### config.mk
export PLATFORM = sky130hd
export DESIGN_NAME = des_output_fifo
export DESIGN_NICKNAME = d
export VERILOG_FILES = /design/src/rtl/des_pkg.sv /design/src/rtl/des_sync_fifo.sv /design/src/rtl/des_output_fifo.sv
export SDC_FILE = /design/constraint.sdc
export NUM_CORES = 1
export LEC_CHECK = 0
export CORE_AREA = 2 2 147 149
export CTS_BUF_LIST = sky130_fd_sc_hd__clkbuf_2
export CTS_CLUSTER_SIZE = 14
export DETAILED_ROUTE_END_ITERATION = 10
export DIE_AREA = 0 0 149 151
export PLACE_DENSITY = 0.85
export SYNTH_ARGS = -nofsm -noshare
export SYNTH_HDL_FRONTEND = slang
export SYNTH_HIERARCHICAL = 1
export SYNTH_SLANG_ARGS = --single-unit
### constraint.sdc
create_clock -name clk -period 3.15 [get_ports clk]
set_input_delay 0.63 -clock clk [delete_from_list [all_inputs] [get_ports clk]]
set_output_delay 0.63 -clock clk [all_outputs]
set_load 0.05 [all_outputs]
### src/rtl/des_pkg.sv
// Shared definitions for the DES/LFSR Feistel datapath output stages.
// des_merge is the single place that defines the final-swap ordering so
// every stage that needs it produces the same word layout.
package des_pkg;

    localparam int HALF_W  = 32;
    localparam int BLOCK_W = 2 * HALF_W;

    // swap_mode encoding, sampled alongside a push
    localparam logic SWAP_FINAL = 1'b1;
    localparam logic SWAP_NONE  = 1'b0;

    // Final swap puts the right half in the upper word; pass-through keeps
    // the round ordering for debug/intermediate captures.
    function automatic logic [BLOCK_W-1:0] des_merge(
        input logic [HALF_W-1:0] left,
        input logic [HALF_W-1:0] right,
        input logic              swap
    );
        return (swap == SWAP_NONE) ? {left, right} : {right, left};
    endfunction

endpackage

### src/rtl/des_sync_fifo.sv
// Generic synchronous FIFO: DEPTH entries of WIDTH bits.
// Pushes while full and pops while empty are ignored here; the caller
// decides what such an attempt means. DEPTH must be a power of two >= 2 so
// the pointers wrap on their own.
//
// occupancy | meaning
// EMPTY     | count == 0, rdata is stale storage
// PARTIAL   | 0 < count < DEPTH
// FULL      | count == DEPTH, pushes ignored
module des_sync_fifo #(
    parameter int WIDTH = 68,
    parameter int DEPTH = 4,
    localparam int PTR_W = $clog2(DEPTH),
    localparam int CNT_W = $clog2(DEPTH + 1)
) (
    input  logic             clk,
    input  logic             rst_n,
    input  logic             push,
    input  logic             pop,
    input  logic [WIDTH-1:0] wdata,
    output logic [WIDTH-1:0] rdata,
    output logic [CNT_W-1:0] count,
    output logic             full,
    output logic             empty
);

    logic [WIDTH-1:0] mem [DEPTH];
    logic [PTR_W-1:0] wr_ptr;
    logic [PTR_W-1:0] rd_ptr;
    logic             push_ok;
    logic             pop_ok;

    assign full    = (count == CNT_W'(DEPTH));
    assign empty   = (count == '0);
    assign push_ok = push && !full;
    assign pop_ok  = pop && !empty;
    assign rdata   = mem[rd_ptr];

    // Storage is not reset; contents are only visible behind a valid count.
    always_ff @(posedge clk) begin
        if (push_ok) begin
            mem[wr_ptr] <= wdata;
        end
    end

    // Pointer and occupancy bookkeeping.
    always_ff @(posedge clk or negedge rst_n) begin
        if (!rst_n) begin
            wr_ptr <= '0;
            rd_ptr <= '0;
            count  <= '0;
        end else begin
            if (push_ok) begin
                wr_ptr <= wr_ptr + PTR_W'(1);
            end
            if (pop_ok) begin
                rd_ptr <= rd_ptr + PTR_W'(1);
            end
            case ({push_ok, pop_ok})
                2'b10:   count <= count + CNT_W'(1);
                2'b01:   count <= count - CNT_W'(1);
                default: count <= count;
            endcase
        end
    end

endmodule

### src/rtl/des_output_fifo.sv
// Output stage of the Feistel datapath: merges the final halves (with or
// without the DES final swap), queues the block with its tag and hands it
// downstream over valid/ready. A load that finds the queue full is dropped
// and latched in a sticky overflow flag.
module des_output_fifo
    import des_pkg::*;
#(
    parameter int HALF_W = des_pkg::HALF_W,
    parameter int DEPTH  = 4,
    parameter int TAG_W  = 4,
    localparam int WORD_W = 2 * HALF_W,
    localparam int CNT_W  = $clog2(DEPTH + 1)
) (
    input  logic              clk,
    input  logic              rst_n,
    input  logic              load,
    input  logic              swap_en,
    input  logic [HALF_W-1:0] left_in,
    input  logic [HALF_W-1:0] right_in,
    input  logic [TAG_W-1:0]  tag_in,
    output logic              in_ready,
    output logic [WORD_W-1:0] data_out,
    output logic [TAG_W-1:0]  tag_out,
    output logic              out_valid,
    input  logic              out_ready,
    output logic [CNT_W-1:0]  count,
    output logic              overflow,
    input  logic              clr_ovf
);

    logic [WORD_W-1:0]       merged;
    logic [WORD_W+TAG_W-1:0] head;
    logic                    full;
    logic                    empty;

    // The shared helper is sized for the standard half width; other widths
    // use the same ordering written out directly.
    if (HALF_W == des_pkg::HALF_W) begin : g_merge_pkg
        assign merged = des_merge(left_in, right_in, swap_en);
    end else begin : g_merge_local
        assign merged = (swap_en == SWAP_FINAL) ? {right_in, left_in}
                                                : {left_in, right_in};
    end

    des_sync_fifo #(
        .WIDTH (WORD_W + TAG_W),
        .DEPTH (DEPTH)
    ) u_fifo (
        .clk   (clk),
        .rst_n (rst_n),
        .push  (load),
        .pop   (out_ready),
        .wdata ({merged, tag_in}),
        .rdata (head),
        .count (count),
        .full  (full),
        .empty (empty)
    );

    // Flags come straight from the registered count, so neither load nor
    // out_ready can reach in_ready/out_valid combinationally.
    assign in_ready  = !full;
    assign out_valid = !empty;

    // Hide stale storage whenever nothing is queued.
    assign data_out = out_valid ? head[WORD_W+TAG_W-1:TAG_W] : '0;
    assign tag_out  = out_valid ? head[TAG_W-1:0] : '0;

    // Sticky overflow; a new drop in the clearing cycle keeps it set.
    always_ff @(posedge clk or negedge rst_n) begin
        if (!rst_n) begin
            overflow <= 1'b0;
        end else if (load && full) begin
            overflow <= 1'b1;
        end else if (clr_ovf) begin
            overflow <= 1'b0;
        end
    end

endmodule
* After elaboration in Yosys (flattened, before gate mapping)
Memory sizes are Yosys's and may differ from the RTL's.
Cells that the tools add are included.
Widths: inputs -> output; s select.
** Cells by class
- $add $sub $neg :: 4
- Equality and inequality tests :: 3
- Muxes and demuxes :: 8
- Reduce and logical (&&, ||, !) cells :: 8
** Operator list (number)
- $mux 64 :: 2
- $pmux 3 s2 :: 1
- $add 2x1->2 const B :: 2
- $mux 1 :: 4
- $mux 4 :: 1
- $reduce_bool 2->1 :: 2
- $add 3x1->3 const B :: 1
- $eq 3x3->1 const B :: 1
- $logic_and 1x1->1 :: 3
- $logic_not 3->1 :: 1
- $sub 3x1->3 const B :: 1
- $eq 2x1->1 const B :: 1
- $eq 2x2->1 const B :: 1
- $logic_not 1->1 :: 2
** Storage, ports and cells
- Bits in registers :: 8
- Memory bits (writable) :: 272
- Input bits :: 74
- Output and inout bits :: 74
- Word-level logic and storage cells :: 28
- Memories kept :: 1
** Memories
- u_fifo.mem :: depth 4, width 68, rd ports 1, clocked after Yosys merged registers in 0, write ports 1, RTL line des_sync_fifo.sv:27 : logic [WIDTH-1:0] mem [DEPTH];

* Logic depth before layout (Yosys ltp)
Gate-level depths: netlist of run 1.
- Depth after elaboration :: 5
- Gate-level depth with buffers :: 9
- Gate-level depth less buffers :: 9

* Hierarchy
Netlist of run 1, hierarchy kept.
** By module, submodules not included
- des_sync_fifo :: instances 1, cells an instance 393, area each 10317.4 um^2, sequential area each 8343.0 um^2
- des_output_fifo :: instances 1, cells an instance 152, area each 1607.8 um^2, sequential area each 25.0 um^2

* Least setup slack after synthesis of run 1
OpenSTA, ideal clock, no wires.
- Kind :: register to register
- From :: register u_fifo.count[2]
- To :: memory u_fifo.mem[0][0], enable pin
- Setup time :: 433 ps
- Data arrival time :: 2723 ps
- Data required time :: 2717 ps
- Slack :: -7 ps
- Cell stages (with the launch flop) :: 4
- Buffers on the path :: 0
- Period minus slack after synthesis :: 3157 ps
- Cells stage by stage :: dfrtp_1 > nor3b_2 > nor2b_2 > and2_1
** On the way
- Longest elaborated chain between the ends :: 5
** Ends and longest elaborated chain
- start, declared :: RTL line des_sync_fifo.sv:22 : output logic [CNT_W-1:0] count,
- start signal, assigned :: RTL line des_sync_fifo.sv:60 : 2'b10: count <= count + CNT_W'(1);
- start signal, assigned :: RTL line des_sync_fifo.sv:61 : 2'b01: count <= count - CNT_W'(1);
- start signal, assigned :: RTL line des_sync_fifo.sv:62 : default: count <= count;
- $eq 3x3->1 :: RTL line des_sync_fifo.sv:33 : assign full = (count == CNT_W'(DEPTH));
- net full :: RTL line des_output_fifo.sv:33 : logic full;
- $logic_not 1->1 :: RTL line des_sync_fifo.sv:35 : assign push_ok = push && !full;
- $logic_and 1x1->1 :: RTL line des_sync_fifo.sv:35
- $mux 1 :: RTL line des_sync_fifo.sv:41 : if (push_ok) begin
- $mux 1 (implied by the code) :: RTL line des_sync_fifo.sv:42 : mem[wr_ptr] <= wdata;
- end, declared :: RTL line des_sync_fifo.sv:27
The timed path passes the listed nets, and every way through them passes these cells.

* Final worst setup path of run 1
- From :: register u_fifo.rd_ptr[0]
- To :: output data_out[22]
** On the way
- Longest elaborated chain between the ends :: 2
** Ends and longest elaborated chain
- start, declared :: RTL line des_sync_fifo.sv:29 : logic [PTR_W-1:0] rd_ptr;
- start signal, assigned :: RTL line des_sync_fifo.sv:57 : rd_ptr <= rd_ptr + PTR_W'(1);
- $mem_v2 4x68
- net head[26] :: RTL line des_output_fifo.sv:32 : logic [WORD_W+TAG_W-1:0] head;
- $mux 64 :: RTL line des_output_fifo.sv:66 : assign data_out = out_valid ? head[WORD_W+TAG_W-1:TAG_W] : '0;
- end, declared :: RTL line des_output_fifo.sv:22 : output logic [WORD_W-1:0] data_out,
The timed path passes the listed nets, and every way through them passes these cells.

==> flow_summary.toml, run 1 <==
[clocking]
numClockSinks = 280
cts_tree = "done"
clockBufferDepth = 3
h-tree-depth = 3
root_buffer = "clkbuf_2"
cts_buffers = 67
path_clk_slew_ps = 90
insertion_delay_ps = 820

[timing]
fin_skew_ps = 38.9
worst_slew_pin_slew_ps = 614
rsz0062_at_grt = "true"
fin_crit_ps = 3100
fin_hold_ws_ps = 126
max_freq_ghz = 0.322
finalCritPeriodShare_pct = 98.5
drv_slew = 0
setup_violations = 0
finalHoldViolations = 0
slew_headroom_pct = 59.1
fin_ws_ps = 48.5

[floorplan]
die_y_um = 151
core_mm2 = 0.0208
rows = 53
die_area_mm2 = 0.0225
fp.dieW_um = 149
ios = 148
initial_core_util_pct = 57.3

[worst_setup_path]
crit_required_ps = 2520
cp.arrival_ps = 2470
path_class = "flop to output pin"
cp-end-kind = "output pin"
worstPathMaxFanout = 6
start_kind = "flop"

[drt]
drt_pass1_iterations = 4
via_per_inst = 5.55
drt_iter0_drc = 380
num_vias = 6032
drt-total-wl_um = 23200
post_drt_wl_per_cell_um = 21.4
drc = 0
ant_nets = 0

[logic_synthesis]
synth_nets = 625
synthCells = 545
yosysTopAreaCell = "edfxtp_1"
synthesis.area_mm2 = 0.0119
synth-seq-cells = 280
avgSynthCellArea_um2 = 21.9
yosysSeqAreaShare_pct = 70.2
synthTopCellsByArea = "edfxtp_1 (68%), mux4_2 (13%), mux2_4 (7.6%), nor2b_1 (2.5%), buf_12 (2.2%)"
yosysTopAreaCellShare_pct = 68.5
yosysWarnings = 6
synth.distinct_cells = 26

[global_route]
grt_pass1_wl_um = 34700
grt_overflow = 0
grt_start_max_net_pins = 70
grt_pass1_vias = 6651
track_usage_pct = 20.6
antenna_found_initial = 1

[final_layout]
multi_input_area_mm2 = 0.00323
final_common_cell = "edfxtp_1"
nFillCells = 1275
register_area_mm2 = 0.00838
fin_nets = 842
layout-drive-gt1-share_pct = 44.3
final_cell_mix = "edfxtp_1 (272), clkbuf_2 (99), clkdlybuf4s50_1 (77)"
final_area_mm2 = 0.0147
synthToLayoutAreaGrowth_pct = 23.1

[worst_hold_path]
hp-class = "primary input to async pin"

[placed_design]
hpwl_um = 13000
placed_cell_area_mm2 = 0.0135
gp_congestion = 0.703
pre_cts_slack_ps = 502
portBuffers = 147

[pwr]
totalPowerFinal_mw = 15.7
cellLeakagePower_nw = 5.38
vdd_drop_max_mv = 0.719
p_per_area_mw_per_mm2 = 1070

[status]
status = "complete, no violations"

[run]
drv_cap = 0
state kept, by name (all words and copies together) (netlist names):
register and flops:
u_fifo/rd_ptr 2, u_fifo/count 3, u_fifo/mem 272, u_fifo/wr_ptr 2, overflow 1
metal layers:
metal / wire (um) / vias to the layer above / global-route usage (%)
met5: 0 / - / 0
met4: 363 / 0 / 8.52
met3: 1620 / 31 / 5.39
met2: 11900 / 236 / 34.4
met1: 9300 / 3104 / 26.0
li1: - / 2661 / -
layout make-up:
type | instances | share of cell area (%)
Antenna cell | 1 | 0.0170
Clock buffer | 99 | 3.38
Clock inverter | 18 | 0.665
Inverter | 9 | 0.230
Multi-Input combinational cell | 226 | 22.0
Sequential cell | 280 | 57.1
Tap cell | 275 | 2.34
Timing Repair Buffer | 178 | 14.3
synth_stat cells (all sizes together):
cell and instances:
and2 4, and2b 21, buf 24, clkbuf 6
dfrtp 8, edfxtp 272, fa 1, ha 5
inv 9, mux2 65, mux2i 1, mux4 68
nand2 2, nor2 1, nor2b 48, nor3 1
nor3b 1, o21ai 1, o31a 1, xnor2 3
xor2 3
critical path, cell delays in order, from the launching register on:
cell	delay (ps)
dfrtp_4	490
clkbuf_16	190
clkbuf_16	160
mux4_2	500
nor2b_1	160
buf_6	170
logic make-up (layout without fill, tap and decap cells):
logic type | count (synthesis) | in the layout | share of synthesized area (%)
AOI/OAI and AO/OA | 2 | 2 | 0.115
xor gates and xnor gates | 6 | 6 | 0.441
other | 0 | 1 | 0
muxes | 134 | 134 | 21.0
buffers and inverters | 39 | 304 | 3.32
and+or+nand+nor | 78 | 78 | 4.31
adders and majority gates | 6 | 6 | 0.692
DFF | 280 | 280 | 70.2
metrics by stage:
step	utilization (%)	cells	TNS (ps)
after floorplan	-	545	0
after global routing	70.5	1086	-2290
after global placement	64.7	952	0
after CTS	68.1	1075	-5.37
final	70.5	1086	0
after detailed placement	64.7	952	0
what timing repair did:
action,in CTS,in global routing
hold buffers,0,0
resized for setup,5,84
buffers inserted,6,4
setup endpoints to repair,68,67
cloned,0,6
pin swaps,0,0
path summary, 6_finish.rpt:
path | startpoint | end | slack (ps) | cells after the start
worst max-delay path | u_fifo/rd_ptr[0]$_DFFE_PN0P_ | data_out[22] | 50 | 5
min in group clk | clr_ovf | overflow$_DFFE_PN0P_ | 420 | 2
worst min-delay path | rst_n | u_fifo/wr_ptr[1]$_DFFE_PN0P_ | 130 | 1
worst min register to register | overflow$_DFFE_PN0P_ | overflow$_DFFE_PN0P_ | 560 | 2
max in group asynchronous | rst_n | u_fifo/rd_ptr[0]$_DFFE_PN0P_ | 2700 | 1
worst max register to register | u_fifo/count[0]$_DFFE_PN0P_ | u_fifo/count[2]$_DFFE_PN0P_ | 1090 | 9
where the power goes:
group	switching (mW)	total (mW)	internal [mW]
registers	0.289	5.25	4.96
clock network	1.35	2.27	0.920
logic	4.75	8.23	3.47
total	6.39	15.7	9.36
Power figures use the tool's default switching activity.
==> inputs of run 2 (changes only) <==
- CTS_CLUSTER_SIZE: 14 -> unset
- GPL_TIMING_DRIVEN: unset -> 1
==> results of run 2 <==
No change in the layout: final DEF, timing and power equal those of run 1.
==> edit, RTL diff (config.mk and constraints of run 2) <==
Change the parameter `TAG_W` from 4 to 6.
--- a/src/rtl/des_output_fifo.sv
+++ b/src/rtl/des_output_fifo.sv
@@ -8,5 +8,5 @@
     parameter int HALF_W = des_pkg::HALF_W,
     parameter int DEPTH  = 4,
-    parameter int TAG_W  = 4,
+    parameter int TAG_W  = 6,
     localparam int WORD_W = 2 * HALF_W,
     localparam int CNT_W  = $clog2(DEPTH + 1)
Interface: changed (resized tag_in and tag_out); port bits go from 148 to 152. No check against the original RTL was run, so the function may have changed too.
==> edit against run 2 <==
- sequential cell count up 8
- wire length increased by 0.55%
- cell area is 1.3% higher
- sequential share of layout area grew 0.88 points
- hold slack better by 0.025 ns
- synthesized area is 2.3% higher
- sequential power rose by 2%
- setup slack improved by 0.052 ns
- total power up 0.99%
==> edit: results (changes against run 2) <==
stage;metric;value;unit;change
run_status;status;finished, final reports clean;;
global_route;grtUsageTotal;20.5;%;-0.16 points
yosys;synth_fa_ha_area_share;0.677;%;-0.015 points
global_route;grt_pass1_wl;34600;um;-0.18%
yosys;synth_nets;639;;+2.2%
setup_path;path_max_fanout;9;;+3
power_and_ir_drop;leakage;5.41;nW;+0.47%
placed_design;dp_cells;969;;+1.8%
yosys;synth_area_leaders;edfxtp_1, mux4_2, mux2_4;;
yosys;synth_edf_count;280;;+2.9%
drt;wl;23300;um;+0.55%
drt;num_vias;6158;;+2.1%
drt;drtIter0Drc;388;;+2.1%
timing;fin_skew;0.0390;ns;+0.000106 ns
yosys;syn_inst;557;;+2.2%
yosys;netlist_top_cells_count;edfxtp_1, nor2b_1, mux4_2;;
drt;wl_met1;9550;um;+2.7%
cells_and_area;reg_top3;u_fifo/mem x280, u_fifo/count x3;;
clock_network;clock_latency;0.78;ns;-0.04 ns
drt;route.met2.wl;11900;um;about the same
power_and_ir_drop;intPower;0.00943;W;+0.72%
power_and_ir_drop;ir_drop;1.03;mV;+43%
yosys;synth_xor_area_share;0.431;%;-0.0099 points
yosys;yosysUniqueCellTypes;25;;-3.8%
power_and_ir_drop;total_power;0.0159;W;+0.99%
yosys;async_flop_share;2.78;%;-0.079 points
yosys;synth-compound-area-share;0.113;%;-0.0026 points
power_and_ir_drop;powerClk;0.00232;W;+2%
clock_network;cts_made_buffers;69;;+3.0%
global_route;grt_max_degree;71;;+1.4%
cells_and_area;fin_nets;859;;+2.0%
placed_design;gp_routability_congestion;0.697;;-0.90%
drt;routedWlPerCell;21.2;um;-0.91%
cells_and_area;drive_above_1_share;43.4;%;-0.93 points
yosys;muxShareOfSynthArea;20.9;%;-0.038 points
yosys;ys_seq_area_share;70.6;%;+0.40 points
drt;wl_met3;1560;um;-3.7%
global_route;antenna_found_initial;2;;+1
global_route;grt.met3_usage;5.90;%;+0.51 points
placed_design;portBuffers;151;;+2.7%
edit: cell type report:
cell class	instances	area (um2)
Timing Repair Buffer	179	2040
Inverter	9	33.8
Clock inverter	13	78.8
Antenna cell	2	5.00
Sequential cell	288	8620
Multi-Input combinational cell	230	3220
Clock buffer	106	531
Tap cell	275	344
Fill cell	1247	5950
edit: per-stage QoR:
stage | cell area [um2] | setup TNS, ns | worst slack (ns)
global placement | 13900 | 0 | 0.720
CTS | 14500 | -1.84 | -0.0660
finish | 14900 | 0 | 0.100
detailed placement | 13900 | 0 | 0.664
floorplan | 12200 | 0 | 0.647
global route | 14900 | -0.636 | -0.0457
edit: critical path: cells and delay by family, from the launching register on:
kind / cells / cell delay (ns)
buffers and inverters: 3 / 0.51
multiplexers: 1 / 0.51
flip-flops: 1 / 0.50
AND/OR/NAND/NOR: 1 / 0.17
edit: final timing paths:
| path | from | endpoint | slack (ns) | cells past startpoint |
|---|---|---|---|---|
| max | u_fifo/rd_ptr[0]$_DFFE_PN0P_ | data_out[49] | 0.10 | 5 |
| min reg2reg | overflow$_DFFE_PN0P_ | overflow$_DFFE_PN0P_ | 0.53 | 2 |
| min in group clk | clr_ovf | overflow$_DFFE_PN0P_ | 0.45 | 2 |
| max in group asynchronous | rst_n | u_fifo/rd_ptr[0]$_DFFE_PN0P_ | 2.66 | 1 |
| max reg2reg | u_fifo/count[2]$_DFFE_PN0P_ | u_fifo/count[2]$_DFFE_PN0P_ | 0.99 | 9 |
| min | rst_n | u_fifo/rd_ptr[1]$_DFFE_PN0P_ | 0.15 | 1 |
edit: timing repair:
action | 4_1_cts | 5_1_grt
cloned | 0 | 7
resized for setup | 0 | 47
setup endpoints to repair | 66 | 69
endpoints found under the hold margin | 0 | 0
buffers inserted | 0 | 5
